===== src/rtl/write_packer_if.sv =====
// Producer-side and FIFO-side signals of the write packer, bundled for connection.
interface write_packer_if #(
    parameter int unsigned INPUT_WIDTH = 8,
    parameter int unsigned RATIO       = 4
);
    logic                           write_enable;
    logic [INPUT_WIDTH-1:0]         write_data;
    logic                           flush;
    logic                           full;
    logic                           packed_write_enable;
    logic [INPUT_WIDTH*RATIO-1:0]   packed_write_data;
    logic [RATIO-1:0]               packed_write_mask;
    logic                           packed_full;
    logic                           pending;

    modport master (
        output write_enable, write_data, flush, packed_full,
        input  full, packed_write_enable, packed_write_data, packed_write_mask, pending
    );

    modport slave (
        input  write_enable, write_data, flush, packed_full,
        output full, packed_write_enable, packed_write_data, packed_write_mask, pending
    );
endinterface


===== src/rtl/write_packer.sv =====
// Width-up packer: gathers RATIO narrow beats into one FIFO write, with masked partial
// words on flush and FIFO backpressure reflected on the producer-side full flag.
module write_packer #(
    parameter int unsigned INPUT_WIDTH = 8,
    parameter int unsigned RATIO       = 4
) (
    input logic           clock,
    input logic           reset,
    write_packer_if.slave bus
);
    localparam int unsigned CntW     = $clog2(RATIO);
    localparam int unsigned OutW     = INPUT_WIDTH * RATIO;
    localparam logic [CntW-1:0] LastLane = CntW'(RATIO - 1);

    logic [RATIO-2:0][INPUT_WIDTH-1:0] lanes_q, lanes_d;
    logic [CntW-1:0]                   lane_count_q, lane_count_d;
    logic                              out_valid_q, out_valid_d;
    logic [OutW-1:0]                   out_data_q, out_data_d;
    logic [RATIO-1:0]                  out_mask_q, out_mask_d;

    logic            at_last;
    logic            free;
    logic            drain;
    logic            accept;
    logic            complete;
    logic [CntW:0]   fill;

    assign at_last  = (lane_count_q == LastLane);
    assign free     = !out_valid_q || !bus.packed_full;
    assign drain    = out_valid_q && !bus.packed_full;
    assign bus.full = !free && at_last;
    assign accept   = bus.write_enable && !bus.full;
    // A flush only completes a word if something is actually held or arriving.
    assign complete = free && ((accept && at_last) ||
                               (bus.flush && ((lane_count_q != '0) || accept)));
    assign fill     = {1'b0, lane_count_q} + {{CntW{1'b0}}, accept};

    always_comb begin
        lanes_d      = lanes_q;
        lane_count_d = lane_count_q;
        out_valid_d  = out_valid_q;
        out_data_d   = out_data_q;
        out_mask_d   = out_mask_q;
        if (complete) begin
            out_data_d = '0;
            for (int unsigned i = 0; i < RATIO - 1; i++) begin
                if (CntW'(i) < lane_count_q) begin
                    out_data_d[i*INPUT_WIDTH +: INPUT_WIDTH] = lanes_q[i];
                end
            end
            for (int unsigned i = 0; i < RATIO; i++) begin
                if (accept && (CntW'(i) == lane_count_q)) begin
                    out_data_d[i*INPUT_WIDTH +: INPUT_WIDTH] = bus.write_data;
                end
                out_mask_d[i] = ((CntW+1)'(i) < fill);
            end
            out_valid_d  = 1'b1;
            lane_count_d = '0;
        end else begin
            if (accept) begin
                for (int unsigned i = 0; i < RATIO - 1; i++) begin
                    if (CntW'(i) == lane_count_q) begin
                        lanes_d[i] = bus.write_data;
                    end
                end
                lane_count_d = lane_count_q + CntW'(1);
            end
            if (drain) begin
                out_valid_d = 1'b0;
            end
        end
    end

    always_ff @(posedge clock) begin
        if (reset) begin
            lanes_q      <= '0;
            lane_count_q <= '0;
            out_valid_q  <= 1'b0;
            out_data_q   <= '0;
            out_mask_q   <= '0;
        end else begin
            lanes_q      <= lanes_d;
            lane_count_q <= lane_count_d;
            out_valid_q  <= out_valid_d;
            out_data_q   <= out_data_d;
            out_mask_q   <= out_mask_d;
        end
    end

    assign bus.packed_write_enable = drain;
    assign bus.packed_write_data   = out_data_q;
    assign bus.packed_write_mask   = out_mask_q;
    assign bus.pending             = (lane_count_q != '0) || out_valid_q;
endmodule


===== src/flat_wrapper.sv =====
// flat-port wrapper written by rule: the top's interface ports become plain ports
module write_packer_flat 
#(
    parameter int unsigned INPUT_WIDTH = 8,
    parameter int unsigned RATIO       = 4
)
  (clock, reset, bus_write_enable, bus_write_data, bus_flush, bus_packed_full, bus_full, bus_packed_write_enable, bus_packed_write_data, bus_packed_write_mask, bus_pending);
  write_packer_if #(.INPUT_WIDTH(INPUT_WIDTH), .RATIO(RATIO)) bus_i ();
  input logic clock;
  input logic reset;
  input wire logic [$bits(bus_i.write_enable)-1:0] bus_write_enable;
  input wire logic [$bits(bus_i.write_data)-1:0] bus_write_data;
  input wire logic [$bits(bus_i.flush)-1:0] bus_flush;
  input wire logic [$bits(bus_i.packed_full)-1:0] bus_packed_full;
  output wire logic [$bits(bus_i.full)-1:0] bus_full;
  output wire logic [$bits(bus_i.packed_write_enable)-1:0] bus_packed_write_enable;
  output wire logic [$bits(bus_i.packed_write_data)-1:0] bus_packed_write_data;
  output wire logic [$bits(bus_i.packed_write_mask)-1:0] bus_packed_write_mask;
  output wire logic [$bits(bus_i.pending)-1:0] bus_pending;
  assign bus_i.write_enable = bus_write_enable;
  assign bus_i.write_data = bus_write_data;
  assign bus_i.flush = bus_flush;
  assign bus_i.packed_full = bus_packed_full;
  assign bus_full = bus_i.full;
  assign bus_packed_write_enable = bus_i.packed_write_enable;
  assign bus_packed_write_data = bus_i.packed_write_data;
  assign bus_packed_write_mask = bus_i.packed_write_mask;
  assign bus_pending = bus_i.pending;
  write_packer #(.INPUT_WIDTH(INPUT_WIDTH), .RATIO(RATIO)) u_core (.clock(clock), .reset(reset), .bus(bus_i));
endmodule

===== config.mk =====
export PLATFORM = sky130hd
export DESIGN_NAME = write_packer_flat
export DESIGN_NICKNAME = d
export VERILOG_FILES = /design/src/rtl/write_packer_if.sv /design/src/rtl/write_packer.sv /design/src/flat_wrapper.sv
export SDC_FILE = /design/constraint.sdc
export NUM_CORES = 1
export LEC_CHECK = 0
export BUFFER_PORTS_ARGS = -buffer_cell sky130_fd_sc_hd__buf_2
export CAP_MARGIN = 15
export CORE_ASPECT_RATIO = 0.75
export CORE_MARGIN = 3
export CORE_UTILIZATION = 43
export DETAILED_ROUTE_END_ITERATION = 12
export GPL_ROUTABILITY_DRIVEN = 0
export GPL_TIMING_DRIVEN = 0
export PLACE_DENSITY = 0.66
export SETUP_SLACK_MARGIN = 0.2
export SLEW_MARGIN = 20
export SYNTH_ARGS = -nofsm -noshare
export SYNTH_HDL_FRONTEND = slang
export SYNTH_SLANG_ARGS = --single-unit
export TNS_END_PERCENT = 20

===== constraint.sdc =====
create_clock -name clock -period 1.8 [get_ports clock]
set_input_delay 0.18 -clock clock [delete_from_list [all_inputs] [get_ports clock]]
set_output_delay 0.18 -clock clock [all_outputs]
set_load 0.01 [all_outputs]

==> metrics.txt, run 1 <==
status finished clean; routing usage on met2 approximately 36%; Tmin final between 1.5 and 2 ns; Clock Path Buffers 2; sequential fraction of design power a little over two fifths; Finished Core Util around two thirds; I/O Buffers 50; first-pass GRT wire length approximately 15000 um; slowest cell on the critical path dfxtp_4; CTS tree built; initial core utilization a little under half; number of global-route vias before repair ~2800; htree depth 3; cell family with most CP delay simple AND/OR/NAND/NOR gates; hold slack final 0.187 ns; fin nets 428; Sw Pwr roughly 1 mW; Synth warnings 0; synthesized net count 340; P_leak 1.61 nW; Slew headroom between 30 and 40%; clk_lat worst skew ~0.34 ns; DR vias around 3100; Final Cycle Share between 90% and 100%; Num Clock Sinks 63; Avg WL per Cell approximately 22 um; area grow syn2layout 44.8%; CP cell instances ha_4, buf_6, nand3_4, buf_8, nand3_4, ha_4, nor2_2, nand4_1, o221ai_1; met3 usage 7.82%; Worst Setup Path Type flop to flop; GRT Total Usage about 25%; Detailed Routing Iterations Pass 1 5; grt ovf 0; PwrDens around 800 nW/um2; VDD IR max ~580 uV; sequential area share after synthesis 42.2%; Fmax between 500 and 600 MHz; CP Capture Type flop; Yosys cell types 39; Int Pwr around 2.5 mW; Routed Wire Length approximately 11000 um; adder-cell share of the synthesized area roughly 2.5%; mux share of post-synthesis cell area around 5.4%; Via-to-Cell Ratio about 6.3; Comb pwr share approximately a fifth; Design Power around 3.5 mW; Avg Cell Area, Syn between 9 and 10 um2; post-synthesis simple-gate area fraction 15.0%; Clock Pin Slew Worst Setup and Hold Paths approximately 0.07 ns; Post-synth ARST share 0%; half-perimeter wire length after placement roughly 6500 um; num rows 25; Post-DRT Antenna Nets 0; Hold WC Path Type input port to flop; clk root buf clkbuf_8; Post-Synth XOR/XNOR Area 0%; share of cells above drive strength 1 40.8%; worst path arrival time 1.99 ns; drt drc 0; Die Ht 78.2 um; CP required just over 2 ns; Final Max Slew Viols 0; first-iteration detailed-routing DRC count about 370; Syn Std Cell Area ~3000 um2; crit path max fanout 6; Critical Path Max Stage Delay approximately 0.37 ns; Sw Ratio 28.6%; maxcap violations 0; cts bufs inserted 9; Final setup viols 0; n_diodes 0; CP Launch Type flop; num ports between 50 and 60; unrepaired setup endpoints after global routing true; largest family of logic cells by synthesized area compound AO/OA/AOI/OAI gates; largest net degree at the start of global routing 11; Die X between 100 and 150 um; commonest register cell after synthesis dfxtp_1; Core ar. 6510 um2; met1 usage 36.9%; compound-cell area share of the yosys netlist around 29%; GR peak layer met1; Fin. Hold Viols 0; die area 7990 um2; Clock Skews 0.0107 ns; Cells after Synth 321; CP bufs+invs 2; Clock power frac 37.1%; initial antenna violation count 0; Worst-Margin Slew approximately 1.0 ns; EDFF count, synth 0; #FFs+latches synth 63
final timing paths:
path | startpoint | endpoint | slack [ns] | depth (start not counted)
worst max-delay path | u_core.lane_count_q[1]$_SDFFE_PP0P_ | u_core.bus.packed_write_mask[2]$_SDFFE_PP0P_ | 0.07 | 9
worst min-delay path | bus_write_data[2] | u_core.lanes_q[2]$_SDFFE_PP0P_ | 0.19 | 3
worst max register to register | u_core.lane_count_q[1]$_SDFFE_PP0P_ | u_core.bus.packed_write_mask[2]$_SDFFE_PP0P_ | 0.07 | 9
worst min register to register | u_core.bus.packed_write_data[24]$_SDFFE_PP0P_ | u_core.bus.packed_write_data[24]$_SDFFE_PP0P_ | 0.48 | 1
registers in the layout, summed over array words and instances (netlist names):
signal,count
u_core.lanes_q,24
u_core.bus.packed_write_mask,4
u_core.out_valid_q,1
u_core.lane_count_q,2
u_core.bus.packed_write_data,32
logic make-up after synthesis:
kind of cell / after synthesis
flops: 63
buf+inv: 45
compound gates: 114
fa+ha+maj: 6
simple gates: 77
mux: 16
area by class of cell:
class                      instances  area [um2]
inverter                           9        45.0
buffer                            36         262
fill                             499        2180
timing repair buffer              77         517
clock buffer                      13         169
sequential                        63        1270
tap                               81         101
clock inverter                     3        40.0
multi-input combinational        213        1920
metrics by stage:
step                      instances  setup WS (ns)  setup TNS, ns  instance area [um2]
after global placement          452         -0.237          -5.87                 3410
after CTS                       484         0.0643              0                 4030
final                           495         0.0730              0                 4320
after global routing            495       -0.00264       -0.00264                 4320
after detailed placement        452         -0.278          -6.97                 3410
after floorplan                 321         0.0982              0                 3060
worst min-delay path, cell delays in order:
cell	delay, ns
buf_2	0.16
nand3_1	0.08
a21oi_1	0.05
per-layer routing:
layer,wire (um),part of all wire (%),vias to the layer above
met5,0,0,-
met4,251,2.4,0
met3,900,8.4,30
met2,4700,44,169
met1,4810,45,1516
li1,-,-,1415
synthesized netlist by cell type (2+ instances only):
master | instances | area, um2
a21boi_0 | 2 | 15.0
nand3_1 | 19 | 95.1
o21ai_0 | 9 | 45.0
a21oi_1 | 9 | 45.0
buf_1 | 8 | 30.0
clkbuf_1 | 20 | 75.1
and2_1 | 3 | 18.8
ha_1 | 6 | 75.1
a31oi_1 | 27 | 169
a311oi_1 | 17 | 149
buf_2 | 7 | 35.0
nand2b_1 | 30 | 188
nor3_1 | 3 | 15.0
mux2i_1 | 16 | 160
inv_1 | 9 | 33.8
nand2_1 | 3 | 11.3
a211oi_1 | 9 | 67.6
a32oi_1 | 8 | 70.1
o311ai_0 | 8 | 70.1
o211ai_1 | 9 | 67.6
dfxtp_1 | 63 | 1260
nor2_1 | 2 | 7.51
a22o_1 | 8 | 70.1
nand4_1 | 10 | 62.6
nor2b_1 | 2 | 12.5
timing repair:
item | 4_1_cts | 5_1_grt
gates cloned | 1 | 0
buffers inserted | 15 | 11
endpoints found under the setup margin | 57 | 63
pin swaps | 6 | 20
hold buffers | 0 | 0
gates resized for setup | 57 | 67
cell usage in the layout, fill, tap and decap left out, types with 9 or more instances in the layout:
master / n
a21oi_1: 9
a311oi_2: 13
a31oi_1: 25
buf_2: 54
buf_4: 24
clkbuf_1: 11
clkbuf_8: 12
dfxtp_1: 61
mux2i_1: 16
nand2b_1: 29
nand3_1: 17
nand4_1: 10
o211ai_1: 9
power by group through the flow:
stage                     logic, mW  clock network, mW  registers [mW]
final                         0.692               1.30            1.51
after floorplan               0.295                  0            1.55
after global placement        0.488                  0            1.53
after detailed placement      0.496                  0            1.54
after CTS                     0.594               1.31            1.50
after global routing          0.734               1.36            1.52
Power figures use the tool's default switching activity.
==> run 2, diff against run 1 <==
--- a/config.mk
+++ b/config.mk
@@ -5,6 +5,7 @@
 export SDC_FILE = /design/constraint.sdc
 export NUM_CORES = 1
 export LEC_CHECK = 0
+export ABC_CLOCK_PERIOD_IN_PS = 1800
 export BUFFER_PORTS_ARGS = -buffer_cell sky130_fd_sc_hd__buf_2
 export CAP_MARGIN = 15
 export CORE_ASPECT_RATIO = 0.75
@@ -13,7 +14,7 @@
 export DETAILED_ROUTE_END_ITERATION = 12
 export GPL_ROUTABILITY_DRIVEN = 0
 export GPL_TIMING_DRIVEN = 0
-export PLACE_DENSITY = 0.66
+export PLACE_DENSITY_LB_ADDON = 0.05
 export SETUP_SLACK_MARGIN = 0.2
 export SLEW_MARGIN = 20
 export SYNTH_ARGS = -nofsm -noshare
==> run 2 against run 1 <==
  * Register-to-register slack worse by 0.05 ns
  * Clock-buffer cell count is 1 lower
  * Largest power group unchanged
  * Maximum frequency down 2.6%
  * Total power fell by 2.5%
  * Combinational power shrank 1%
  * Routed wire length fell by 2.0%
==> metrics.txt, run 2 (synthesis gave the netlist of run 1 again) <==
commonest non-fill, non-tap cell in the layout dfxtp_1; Routed Wire Length 10500 um (-2.0%); Clock Skews 0.00858 ns (-0.00215 ns); CP Capture Type flop; P_leak 1.63 nW (+1.1%); Die X 102 um (unchanged); CTS tree built; Final Cycle Share 98.5% (+2.6 points); Detailed Routing Iterations Pass 1 7 (+2); slowest cell on the critical path dfxtp_4; Die Ht 78.2 um (unchanged); Core ar. 6510 um2 (unchanged); Worst Setup Path Type flop to flop; CP required 2.02 ns (-0.04 ns); Fin. Hold Viols 0 (unchanged); Clock Path Buffers 2 (unchanged); clk_lat worst skew 0.35 ns (about the same); initial antenna violation count 0 (unchanged); clk root buf clkbuf_8; unrepaired setup endpoints after global routing true; num ports 52 (unchanged); Post-DRT Antenna Nets 0 (unchanged); Tmin final 1.77 ns (+0.0467 ns); status finished clean; number of global-route vias before repair 2713 (-4.5%); Top cell by count, worst path buf_6; Avg WL per Cell 21.0 um (-2.4%); PwrDens 795 nW/um2 (-1.8%); Worst-Margin Slew 0.698 ns (-0.315 ns); drt drc 0 (unchanged); cts bufs inserted 9 (unchanged); Hold WC Path Type input port to flop; maxcap violations 0 (unchanged); initial core utilization 45.9% (unchanged); VDD IR max 395 uV (-32%); Final Max Slew Viols 0 (unchanged); DR vias 3037 (-3.0%); half-perimeter wire length after placement 6490 um (+0.25%); Largest register FFs 32 (unchanged); worst path arrival time 1.99 ns (about the same); Design Power 3.41 mW (-2.5%); crit path max fanout 6 (unchanged); I/O Buffers 50 (unchanged); Final setup viols 0 (unchanged); first-iteration detailed-routing DRC count 232 (-37%); Critical Path Max Stage Delay 0.37 ns (about the same); share of cells above drive strength 1 40.6% (-0.20 points); num rows 25 (unchanged); Design Area, Final 4290 um2 (-0.75%); hold buffers post-CTS 0 (unchanged); CP Launch Type flop; Via-to-Cell Ratio 6.11 (-3.4%); Slew headroom 53.5% (+21 points); GRT Total Usage 24.9% (-0.51 points); post-placement cell area 3410 um2 (unchanged); largest net degree at the start of global routing 11 (unchanged); Fmax 564 MHz (-2.6%); fin nets 430 (+0.47%); Clock Pin Slew Worst Setup and Hold Paths 0.07 ns (about the same); CP cell instances ha_4, buf_6, nand3_4, inv_1, buf_6, buf_4, o311ai_2, a311oi_2; htree depth 3 (unchanged); hold slack final 0.185 ns (-0.00113 ns); first-pass GRT wire length 15000 um (-3.0%); Num Clock Sinks 63 (unchanged); die area 7990 um2 (unchanged); grt ovf 0 (unchanged); n_diodes 0 (unchanged); area grow syn2layout 43.7%; most frequent cells in the layout 61 x dfxtp_1, 53 x buf_2, 29 x nand2b_1
run 2: cell types whose count changed in the layout (fill, tap and decap cells not counted), moves of 2 or more:
cell | before | now
clkbuf_2 | 7 | 5
a32oi_1 | 8 | 4
clkbuf_1 | 11 | 13
o311ai_4 | 8 | 1
a32oi_2 | 0 | 4
a311oi_2 | 13 | 10
o311ai_2 | 0 | 7
a311oi_1 | 4 | 7
clkbuf_8 | 12 | 10
buf_6 | 7 | 10
run 2: layout make-up:
class,count,area [um2]
fill,542,2220
multi-input combinational,213,1860
sequential,63,1270
timing repair buffer,79,541
buffer,36,268
clock buffer,12,145
tap,81,101
inverter,9,57.6
clock inverter,4,45.0
run 2: path summary, 6_finish.rpt:
| check | startpoint | endpoint | slack (ns) | depth (start not counted) |
|---|---|---|---|---|
| setup / recovery | u_core.lane_count_q[1]$_SDFFE_PP0P_ | u_core.bus.packed_write_data[11]$_SDFFE_PP0P_ | 0.03 | 8 |
| hold / removal | bus_write_data[7] | u_core.lanes_q[7]$_SDFFE_PP0P_ | 0.19 | 3 |
| setup reg to reg | u_core.lane_count_q[1]$_SDFFE_PP0P_ | u_core.bus.packed_write_data[11]$_SDFFE_PP0P_ | 0.03 | 8 |
| hold reg to reg | u_core.lanes_q[23]$_SDFFE_PP0P_ | u_core.lanes_q[23]$_SDFFE_PP0P_ | 0.48 | 2 |
run 2: where the power goes:
group          leakage [nW]  switching [mW]  internal (mW)
clock network         0.100           0.551          0.671
logic                  1.01           0.391          0.292
registers             0.515          0.0431           1.46
total                  1.63           0.985           2.43
run 2: stage by stage:
step | worst slack [ns] | utilization, % | TNS, ns | instances
3_5_place_dp | -0.297 | 52.4 | -7.34 | 452
2_1_floorplan | 0.0982 | - | 0 | 321
3_3_place_gp | -0.224 | 52.4 | -6.08 | 452
4_1_cts | 0.0384 | 59.3 | 0 | 479
5_1_grt | -0.0289 | 65.9 | -0.0312 | 497
6_report | 0.0263 | 65.9 | 0 | 497
run 2: repair_timing:
item                       4_1_cts  5_1_grt
gates resized for setup         45       77
pin swaps                        5       22
gates cloned                     1        0
setup endpoints to repair       56       57
setup buffers                   10       18
run 2: per-layer routing:
metal	global-route usage, %	share of wire [%]	vias up
li1	-	-	1425
met4	6.42	0.78	0
met3	7.99	7.5	11
met2	34.0	45	135
met1	37.3	47	1466
met5	0	0	-
run 2: critical path: cells and delay by family (launching register included):
kind / cells / cell delay, ns
AO/OA/AOI/OAI: 2 / 0.51
AND/OR/NAND/NOR: 1 / 0.10
flip-flops: 1 / 0.37
adder cells (fa/ha/maj): 1 / 0.16
buffers and inverters: 4 / 0.49
==> run 3, diff against run 2 <==
--- a/config.mk
+++ b/config.mk
@@ -10,11 +10,11 @@
 export CAP_MARGIN = 15
 export CORE_ASPECT_RATIO = 0.75
 export CORE_MARGIN = 3
-export CORE_UTILIZATION = 43
+export CORE_UTILIZATION = 50
 export DETAILED_ROUTE_END_ITERATION = 12
 export GPL_ROUTABILITY_DRIVEN = 0
 export GPL_TIMING_DRIVEN = 0
-export PLACE_DENSITY_LB_ADDON = 0.05
+export PLACE_DENSITY = 0.84
 export SETUP_SLACK_MARGIN = 0.2
 export SLEW_MARGIN = 20
 export SYNTH_ARGS = -nofsm -noshare
==> run 3 against run 2 <==
  * Via count up 4.6%
  * Sequential share of layout area up 2.0 points
  * Critical path depth unchanged
  * Core utilization up 6.3 points
  * Non-clock buffer count down 13
  * First-iteration DRC count up 38%
  * Total power down 2.0%
  * Critical path type is now input port to flop
  * Largest cell class unchanged
==> metrics.txt, run 3 (synthesis gave the netlist of run 1 again) <==
CP Capture Type flop; Slew headroom 50.2% (-3.3 points); Avg WL per Cell 22.0 um (+4.6%); Post-DRT Antenna Nets 0 (unchanged); area taken by multi-input logic gates 1790 um2 (-3.9%); Design Area, Final 4020 um2 (-6.4%); DR vias 3178 (+4.6%); Routed Wire Length 10500 um (+0.15%); num rows 23 (-8.0%); initial core utilization 53.8% (+7.9 points); Clock Pin Slew Worst Setup and Hold Paths 0.07 ns (about the same); fin nets 417 (-3.0%); CP bufs+invs 3 (-1); I/O Buffers 50 (unchanged); Sw Pwr 985 uW (about the same); area grow syn2layout 34.5%; maxcap violations 0 (unchanged); Fmax 560 MHz (-0.61%); first-pass GRT wire length 14600 um (-2.5%); CTS tree built; worst setup margin 0.0154 ns (-0.0109 ns); number of global-route vias before repair 2688 (-0.92%); Fin Setup TNS 0 ns (unchanged); largest net degree at the start of global routing 11 (unchanged); unrepaired setup endpoints after global routing true; commonest non-fill, non-tap cell in the layout dfxtp_1; Clock power frac 36.4% (+0.6 points); VDD IR max 490 uV (+24%); fillcell total 408 (-25%); half-perimeter wire length after placement 6350 um (-2.1%); CP cell instances buf_2, clkbuf_1, clkbuf_1, nand3_4, ha_4, nor3_1, o211ai_1, o221ai_1; status finished clean; Clock Skews 0.00936 ns (+0.000783 ns); cell family with most CP delay buffers and inverters; Top cell by count, worst path clkbuf_1; Worst Setup Path Type input port to flop; crit path max fanout 10 (+4); Sequential Area 1270 um2 (unchanged); die area 6940 um2 (-13%); Core ar. 5550 um2 (-15%); grt ovf 0 (unchanged); Hold WC Path Type input port to flop; clk root buf clkbuf_8; CP Launch Type input port; Tmin final 1.78 ns (+0.0109 ns); Num Clock Sinks 63 (unchanged); slowest cell on the critical path clkbuf_1; Fin. Hold Viols 0 (unchanged); post-placement cell area 3400 um2 (-0.22%); reg-to-reg setup timing slack 0.02 ns (about the same); routing usage on met2 40.5% (+6.5 points); drt drc 0 (unchanged); Die Ht 72.9 um (-6.7%); P_leak 1.52 nW (-6.7%); Design Power 3.34 mW (-2.0%); final std cells w/o fill 476 (-4.2%); most frequent cells in the layout 61 x dfxtp_1, 53 x buf_2, 29 x nand2b_1; Largest register FFs 32 (unchanged); hold buffers post-CTS 0 (unchanged); Worst-Margin Slew 0.747 ns (+0.0497 ns); PwrDens 832 nW/um2 (+4.7%); htree depth 3 (unchanged); Placed Cells 446 (-1.3%); first-iteration detailed-routing DRC count 321 (+38%); Final Max Slew Viols 0 (unchanged); Final Cycle Share 99.1% (+0.61 points); Critical Path Max Stage Delay 0.49 ns (+0.12 ns); GR peak layer met2; Int Pwr 2.36 mW (-2.8%); initial antenna violation count 0 (unchanged); share of cells above drive strength 1 36.2% (-4.5 points); n_diodes 0 (unchanged); GRT Total Usage 28.4% (+3.5 points); cts bufs inserted 9 (unchanged); Detailed Routing Iterations Pass 1 7 (unchanged); num ports 52 (unchanged); DP Worst Slack -0.234 ns (+0.0635 ns); Clock Path Buffers 2 (unchanged); met3 usage 8.14% (+0.15 points); sequential fraction of design power 45.1% (+0.9 points); CP required 2.09 ns (+0.07 ns); Die X 95.2 um (-6.8%); Comb pwr share 18.5% (-1.5 points); worst path arrival time 2.07 ns (+0.08 ns); clk_lat worst skew 0.36 ns (about the same); met1 usage 40.3% (+3.0 points); Sw Ratio 29.5% (+0.58 points); Via-to-Cell Ratio 6.68 (+9.3%); Final setup viols 0 (unchanged)
## run 3: cell count changes in the layout (fill, tap and decap cells not counted), moves of 3 or more
| cell | previous run | this run |
|---|---|---|
| a32oi_1 | 4 | 7 |
| buf_6 | 10 | 6 |
| a32oi_2 | 4 | 1 |
| buf_4 | 24 | 18 |
| a311oi_2 | 10 | 6 |
| a311oi_1 | 7 | 11 |
## run 3: power by group through the flow
stage                     clock network, mW  logic [mW]  registers, mW
after detailed placement                  0       0.494           1.54
after floorplan                           0       0.295           1.55
after global routing                   1.27       0.657           1.51
final                                  1.22       0.619           1.51
after global placement                    0       0.479           1.53
after CTS                              1.21       0.544           1.50
## run 3: final cells by class
type | instances | area share, %
multi-input combinational | 213 | 44.6
inverter | 9 | 1.15
tap | 75 | 2.34
clock buffer | 10 | 3.43
clock inverter | 4 | 1.18
timing repair buffer | 66 | 9.94
sequential | 63 | 31.6
buffer | 36 | 5.73
## run 3: path summary, 6_finish.rpt
check | from | end | cells past startpoint
worst max-delay path | bus_write_enable | u_core.bus.packed_write_mask[2]$_SDFFE_PP0P_ | 8
worst min-delay path | bus_write_data[1] | u_core.lanes_q[1]$_SDFFE_PP0P_ | 3
worst max register to register | u_core.lane_count_q[1]$_SDFFE_PP0P_ | u_core.bus.packed_write_data[9]$_SDFFE_PP0P_ | 8
worst min register to register | u_core.bus.packed_write_data[31]$_SDFFE_PP0P_ | u_core.bus.packed_write_data[31]$_SDFFE_PP0P_ | 1
## run 3: per-layer routing
layer  share of wire [%]  routed length (um)
met5                   0                   0
met3                  11                1170
met1                  42                4350
met2                  44                4650
met4                 2.8                 295
## run 3: worst register-to-register path, cell delays in order (launching register included)
cell and delay, ns:
dfxtp_4 0.37, ha_4 0.16, buf_6 0.13, nand3_4 0.12, inv_2 0.07, buf_6 0.13
buf_4 0.14, o311ai_2 0.36, a311oi_1 0.16
## run 3: metrics by stage
| step | hold slack, ns | utilization [%] |
|---|---|---|
| 4_1_cts | 0.170 | 67.7 |
| 3_3_place_gp | 0.459 | 61.2 |
| 2_1_floorplan | 0.306 | - |
| 5_1_grt | 0.183 | 72.3 |
| 6_report | 0.177 | 72.3 |
| 3_5_place_dp | 0.462 | 61.2 |
## run 3: timing repair
item                                   CTS  global route
pin swaps                                5            11
setup endpoints to repair               57            64
resized for setup                       37            53
gates cloned                             2             0
buffers inserted                         6             8
endpoints found under the hold margin    0             0
